<file path="src/rtl/ddr5_request_queue.sv">
// In-order DDR5 request intake queue: decodes addresses at write time, ages entries, presents the oldest to the scheduler.
// Optional QUEUE_STATS_EN macro enables accepted/popped/high-water statistics counters.
module ddr5_request_queue #(
   parameter int DEPTH         = 16,
   parameter int AGE_W         = 16,
   parameter int STARVE_THRESH = 1000
) (
   input  logic                     clk,
   input  logic                     rst,
   input  logic                     req_valid,
   output logic                     req_ready,
   input  logic [31:0]              req_time,
   input  logic [3:0]               req_core,
   input  logic [1:0]               req_op,
   input  logic [35:0]              req_addr,
   output logic                     head_valid,
   input  logic                     head_pop,
   output logic [31:0]              head_time,
   output logic [3:0]               head_core,
   output logic [1:0]               head_op,
   output logic [15:0]              head_row,
   output logic [5:0]               head_col_high,
   output logic [1:0]               head_bank,
   output logic [2:0]               head_bank_group,
   output logic                     head_channel,
   output logic [3:0]               head_col_low,
   output logic [1:0]               head_byte_sel,
   output logic [AGE_W-1:0]         head_age,
   output logic                     head_starved,
   output logic [$clog2(DEPTH):0]   count,
   output logic                     err_illegal_op,
   output logic [31:0]              stat_accepted,
   output logic [31:0]              stat_popped,
   output logic [$clog2(DEPTH):0]   stat_high_water
);
   localparam int PW = $clog2(DEPTH);
   localparam int CW = PW + 1;

   logic [PW-1:0]    r_wr_ptr;
   logic [PW-1:0]    r_rd_ptr;
   logic [CW-1:0]    r_count;
   logic [DEPTH-1:0] r_vld;
   logic [AGE_W-1:0] r_age [DEPTH];
   logic             r_err;

   logic [31:0] r_time     [DEPTH];
   logic [3:0]  r_core     [DEPTH];
   logic [1:0]  r_op       [DEPTH];
   logic [15:0] r_row      [DEPTH];
   logic [5:0]  r_col_high [DEPTH];
   logic [1:0]  r_bank     [DEPTH];
   logic [2:0]  r_bg       [DEPTH];
   logic        r_channel  [DEPTH];
   logic [3:0]  r_col_low  [DEPTH];
   logic [1:0]  r_byte_sel [DEPTH];

   logic          w_head_valid;
   logic          w_push;
   logic          w_store;
   logic          w_pop;
   logic [CW-1:0] w_count_nxt;
   logic [63:0]   w_age_ext;
   logic          w_unused_addr;

   // Top two address bits are beyond the decoded topology.
   assign w_unused_addr = ^req_addr[35:34];

   assign w_head_valid = (r_count != '0);
   assign req_ready    = (r_count < CW'(DEPTH));
   assign w_push       = req_valid && req_ready;
   assign w_store      = w_push && (req_op != 2'd3);
   assign w_pop        = head_pop && w_head_valid;

   always_comb begin
      w_count_nxt = r_count;
      unique case ({w_store, w_pop})
         2'b10:   w_count_nxt = r_count + 1'b1;
         2'b01:   w_count_nxt = r_count - 1'b1;
         default: w_count_nxt = r_count;
      endcase
   end

   always_ff @(posedge clk or posedge rst) begin
      if (rst) begin
         r_wr_ptr <= '0;
         r_rd_ptr <= '0;
         r_count  <= '0;
         r_vld    <= '0;
         r_err    <= 1'b0;
         for (int i = 0; i < DEPTH; i++) r_age[i] <= '0;
      end else begin
         r_err   <= w_push && (req_op == 2'd3);
         r_count <= w_count_nxt;
         if (w_store) r_wr_ptr <= r_wr_ptr + 1'b1;
         if (w_pop)   r_rd_ptr <= r_rd_ptr + 1'b1;
         // A slot is written only when not full, so it never collides with the head being popped.
         for (int i = 0; i < DEPTH; i++) begin
            if (w_store && (r_wr_ptr == PW'(i))) begin
               r_vld[i] <= 1'b1;
               r_age[i] <= '0;
            end else if (w_pop && (r_rd_ptr == PW'(i))) begin
               r_vld[i] <= 1'b0;
            end else if (r_vld[i] && (r_age[i] != {AGE_W{1'b1}})) begin
               r_age[i] <= r_age[i] + 1'b1;
            end
         end
      end
   end

   // Payload storage: address split into DDR5 fields at write time.
   always_ff @(posedge clk) begin
      if (w_store) begin
         r_time[r_wr_ptr]     <= req_time;
         r_core[r_wr_ptr]     <= req_core;
         r_op[r_wr_ptr]       <= req_op;
         r_row[r_wr_ptr]      <= req_addr[33:18];
         r_col_high[r_wr_ptr] <= req_addr[17:12];
         r_bank[r_wr_ptr]     <= req_addr[11:10];
         r_bg[r_wr_ptr]       <= req_addr[9:7];
         r_channel[r_wr_ptr]  <= req_addr[6];
         r_col_low[r_wr_ptr]  <= req_addr[5:2];
         r_byte_sel[r_wr_ptr] <= req_addr[1:0];
      end
   end

   assign head_valid      = w_head_valid;
   assign count           = r_count;
   assign err_illegal_op  = r_err;
   assign head_time       = w_head_valid ? r_time[r_rd_ptr]     : '0;
   assign head_core       = w_head_valid ? r_core[r_rd_ptr]     : '0;
   assign head_op         = w_head_valid ? r_op[r_rd_ptr]       : '0;
   assign head_row        = w_head_valid ? r_row[r_rd_ptr]      : '0;
   assign head_col_high   = w_head_valid ? r_col_high[r_rd_ptr] : '0;
   assign head_bank       = w_head_valid ? r_bank[r_rd_ptr]     : '0;
   assign head_bank_group = w_head_valid ? r_bg[r_rd_ptr]       : '0;
   assign head_channel    = w_head_valid ? r_channel[r_rd_ptr]  : 1'b0;
   assign head_col_low    = w_head_valid ? r_col_low[r_rd_ptr]  : '0;
   assign head_byte_sel   = w_head_valid ? r_byte_sel[r_rd_ptr] : '0;
   assign head_age        = w_head_valid ? r_age[r_rd_ptr]      : '0;

   assign w_age_ext    = 64'(head_age);
   assign head_starved = w_head_valid && (w_age_ext >= 64'(STARVE_THRESH));

`ifdef QUEUE_STATS_EN
   logic [31:0]   r_stat_acc;
   logic [31:0]   r_stat_pop;
   logic [CW-1:0] r_stat_hw;

   always_ff @(posedge clk or posedge rst) begin
      if (rst) begin
         r_stat_acc <= '0;
         r_stat_pop <= '0;
         r_stat_hw  <= '0;
      end else begin
         if (w_store) r_stat_acc <= r_stat_acc + 1'b1;
         if (w_pop)   r_stat_pop <= r_stat_pop + 1'b1;
         if (w_count_nxt > r_stat_hw) r_stat_hw <= w_count_nxt;
      end
   end

   assign stat_accepted   = r_stat_acc;
   assign stat_popped     = r_stat_pop;
   assign stat_high_water = r_stat_hw;
`else
   assign stat_accepted   = '0;
   assign stat_popped     = '0;
   assign stat_high_water = '0;
`endif

endmodule
</file>
<file path="config.mk">
export PLATFORM = sky130hd
export DESIGN_NAME = ddr5_request_queue
export DESIGN_NICKNAME = d
export VERILOG_FILES = /design/src/rtl/ddr5_request_queue.sv
export SDC_FILE = /design/constraint.sdc
export NUM_CORES = 2
export LEC_CHECK = 0
export BUFFER_PORTS_ARGS = -buffer_cell sky130_fd_sc_hd__buf_4
export CAP_MARGIN = 30
export CORE_AREA = 2 2 367 369
export CTS_CLUSTER_DIAMETER = 60
export DETAILED_ROUTE_END_ITERATION = 10
export DIE_AREA = 0 0 369 371
export GPL_TIMING_DRIVEN = 0
export HOLD_SLACK_MARGIN = 0.03
export MAX_ROUTING_LAYER = met4
export REMOVE_ABC_BUFFERS = 1
export SLEW_MARGIN = 20
export SYNTH_ARGS = -nofsm -noshare
export SYNTH_HDL_FRONTEND = slang
export SYNTH_SLANG_ARGS = --single-unit
</file>
<file path="constraint.sdc">
create_clock -name clk -period 13.2 [get_ports clk]
set_clock_uncertainty 0.1 [all_clocks]
set_input_delay 1.98 -clock clk [delete_from_list [all_inputs] [get_ports clk]]
set_output_delay 1.98 -clock clk [all_outputs]
set_load 0.03 [all_outputs]
</file>
==> results.py <==
metrics = {
    "status": {
        "outcome": "finished, final reports clean",
    },
    "global_routing": {
        "grt_pass1_vias": 33009,
        "antenna_found_initial": 5,
        "grt_pass1_wl_mm": 220,
        "grt_max_degree": 81,
        "grt_usage": 0.225,
        "grt-ovfl-total": 0,
    },
    "hold_path": {
        "hold_class": "flop to flop",
        "min_from": "count[3]",
    },
    "power": {
        "p_per_area_nw_per_um2": 205,
        "vdd_drop_max_mv": 0.130,
        "p_leak_nw": 24.5,
        "total_power_mw": 14.7,
    },
    "sta": {
        "setup_viol": 0,
        "finalHoldWorstSlack_ns": 0.462,
        "max_freq_ghz": 0.141,
        "period_share": 0.536,
        "worst_pin_slew_ns": 0.963,
        "hold_viol_final": 0,
        "rsz0062_at_grt": "false",
        "slew_viol_final": 0,
        "max-slew-margin-rel": 0.356,
        "finalWorstSetupSlack_ns": 6.13,
        "fin_crit_ns": 7.07,
    },
    "drt": {
        "routedWlPerCell_microns": 25.8,
        "dr.pass1.iters": 5,
        "drtAntennaViolNets": 0,
        "postRouteWirelength_mm": 148,
        "vias": 32823,
        "routed_via_density": 5.72,
        "drc": 0,
        "first_iter_violations": 3190,
    },
    "run": {
        "max_cap_viol_count": 0,
    },
    "logic_synthesis": {
        "syn_inst": 3495,
        "synth_edf_count": 1152,
        "synthTopCellsByArea": "edfxtp_1 (57%), mux4_2 (15%), dfrtp_1 (12%)",
        "ys_warn_count": 0,
        "synth-seq-cells": 1438,
        "syn_area_per_cell_sq_um": 17.4,
        "syn-cell-area_sq_um": 60700,
        "synth.distinct_cells": 59,
        "netlist.area_leader.share": 0.570,
        "synth_top_area_cell": "edfxtp_1",
        "yosysSeqAreaShare": 0.688,
        "synth-async-reset-ratio": 0.199,
        "synth_ff_type": "edfxtp_1",
    },
    "layout": {
        "final_area_sq_um": 71500,
        "layout-drive-gt1-share": 0.261,
        "nets": 3944,
        "fill_cells": 10539,
        "seq_area_sq_um": 41800,
        "finish.utilization": 0.539,
        "multi_input_area_sq_um": 18100,
        "area_delta_synth_final_pct": 17.8,
    },
    "floorplanning": {
        "die_area_sq_um": 137000,
        "core_area_sq_um": 133000,
        "chipWidth_microns": 369,
        "die_h_microns": 371,
        "pin_count": 244,
        "num_rows": 134,
        "start_util": 0.457,
    },
    "clocking": {
        "ctsResizeCount": 0,
        "insertion_delay_ns": 0.79,
        "ctsHtreeMaxLevel": 4,
        "cts_tree": "done",
        "cts_buffers": 153,
        "clkTransAtPathRegs_ns": 0.06,
        "post_cts_buffers": 0,
        "cts.hold.buffers_added": 0,
        "clk_path_buf_depth": 3,
        "clk_root_buffer_cell": "clkbuf_16",
        "cts_num_sinks": 1438,
    },
    "setup_path": {
        "cpMaxStageDelayCell": "or4_1",
        "cpPeakStageDelay_ns": 0.89,
        "cp-start-kind": "flop",
        "crit_type": "flop to output pin",
        "crit_top_cell": "nand4_1",
        "r2r_start": "count[0]",
        "critical_path_arrival_ns": 4.99,
        "worstPathMaxFanout": 51,
        "crit_family": "simple AND/OR/NAND/NOR gates",
        "cp.buffers_inverters": 3,
        "setup.worst_path.end_class": "output pin",
        "path_cells": "or4_1 > nor2_1 > inv_6 > buf_16 > nand4_1 > nand4_1 > nor4_1 > nand2_1 > buf_4",
        "critPathRequiredTime_ns": 11.12,
        "crit_start": "count[0]",
    },
    "placement": {
        "place_congestion": 0.850,
        "placed_area_sq_um": 66500,
        "pre_cts_slack_ns": 7.03,
        "port_buffers": 172,
        "hpwl_mm": 97.3,
    },
}
## worst min-delay path, stage by stage (launching register included)
cell	delay (ns)
dfrtp_1	0.39
nand2_1	0.06
o21ai_0	0.07
## power breakdown
part	switching (mW)	leakage (nW)	internal, mW
Combinational	2.60	7.81	2.27
Sequential	0.352	14.2	5.21
Clock	1.82	2.44	2.42
## final timing paths
kind | to | slack, ns | cells after the start
min in group asynchronous | r_age[65] | 1.11 | 2
worst max-delay path | head_starved | 6.13 | 9
worst min-delay path | count[3] | 0.46 | 2
worst max register to register | count[4] | 8.58 | 11
worst min register to register | count[3] | 0.46 | 2
max in group asynchronous | r_age[137] | 10.35 | 5
## cell usage in the layout, fill, tap and decap left out, types with 51 or more instances in the layout
master | netlist | routed
edfxtp_1 | 1152 | 1152
clkbuf_16 | 0 | 153
nor2_1 | 335 | 324
and2_1 | 81 | 81
dfrtp_1 | 286 | 282
xnor2_1 | 198 | 198
buf_4 | 69 | 229
nand2_1 | 113 | 113
conb_1 | 1 | 69
nand4_1 | 53 | 53
nand3_1 | 86 | 86
nor3_1 | 89 | 84
buf_16 | 0 | 62
mux4_2 | 415 | 415
o21ai_0 | 51 | 51
## flip-flops by register name, indices dropped and copies added, names as in the netlist, 5 cells and up
register,cells
count,5
r_age,256
r_bank,32
r_bg,48
r_byte_sel,32
r_channel,16
r_col_high,96
r_col_low,64
r_core,64
r_op,32
r_row,256
r_time,512
r_vld,16
## through the flow
stage / cells / TNS, ns
final: 5735 / 0
after global routing: 5733 / 0
after CTS: 5722 / 0
after detailed placement: 5444 / 0
after global placement: 5278 / -5324.97
after floorplan: 3338 / -754.06
## synthesized netlist by cell type, drive strengths merged (32+ instances only)
cell	count
a21oi	32
and2	81
buf	120
clkbuf	105
dfrtp	286
edfxtp	1152
inv	46
mux2i	40
mux4	415
nand2	114
nand3	86
nand4	53
nor2	335
nor3	89
nor4	43
o21ai	57
xnor2	198
## area by class of cell
cell class                      instances  area share
Clock buffer                          188      0.0564
Tap cell                             1768      0.0309
Antenna cell                            7    0.000245
Multi-Input combinational cell       1854       0.253
Timing Repair Buffer                  344      0.0600
Sequential cell                      1438       0.584
Inverter                               46     0.00269
Clock inverter                         90      0.0132
## cell families after synthesis
| kind of cell | after synthesis | synth area share |
|---|---|---|
| AO/OA/AOI/OAI | 154 | 0.0173 |
| AND/OR/NAND/NOR | 922 | 0.0745 |
| XOR/XNOR | 224 | 0.0323 |
| other | 1 | 0.0000618 |
| buffers and inverters | 271 | 0.0214 |
| adder cells (fa/ha/maj) | 29 | 0.00610 |
| multiplexers | 456 | 0.161 |
| flip-flops | 1438 | 0.688 |
## routing by layer
layer | up-vias | GRT usage | part of all wire
met1 | 17429 | 0.312 | 0.44
li1 | 14316 | - | -
met4 | 0 | 0.0626 | 0.022
met5 | - | - | 0
met2 | 892 | 0.347 | 0.49
met3 | 186 | 0.0356 | 0.053
Power figures use the tool's default switching activity.
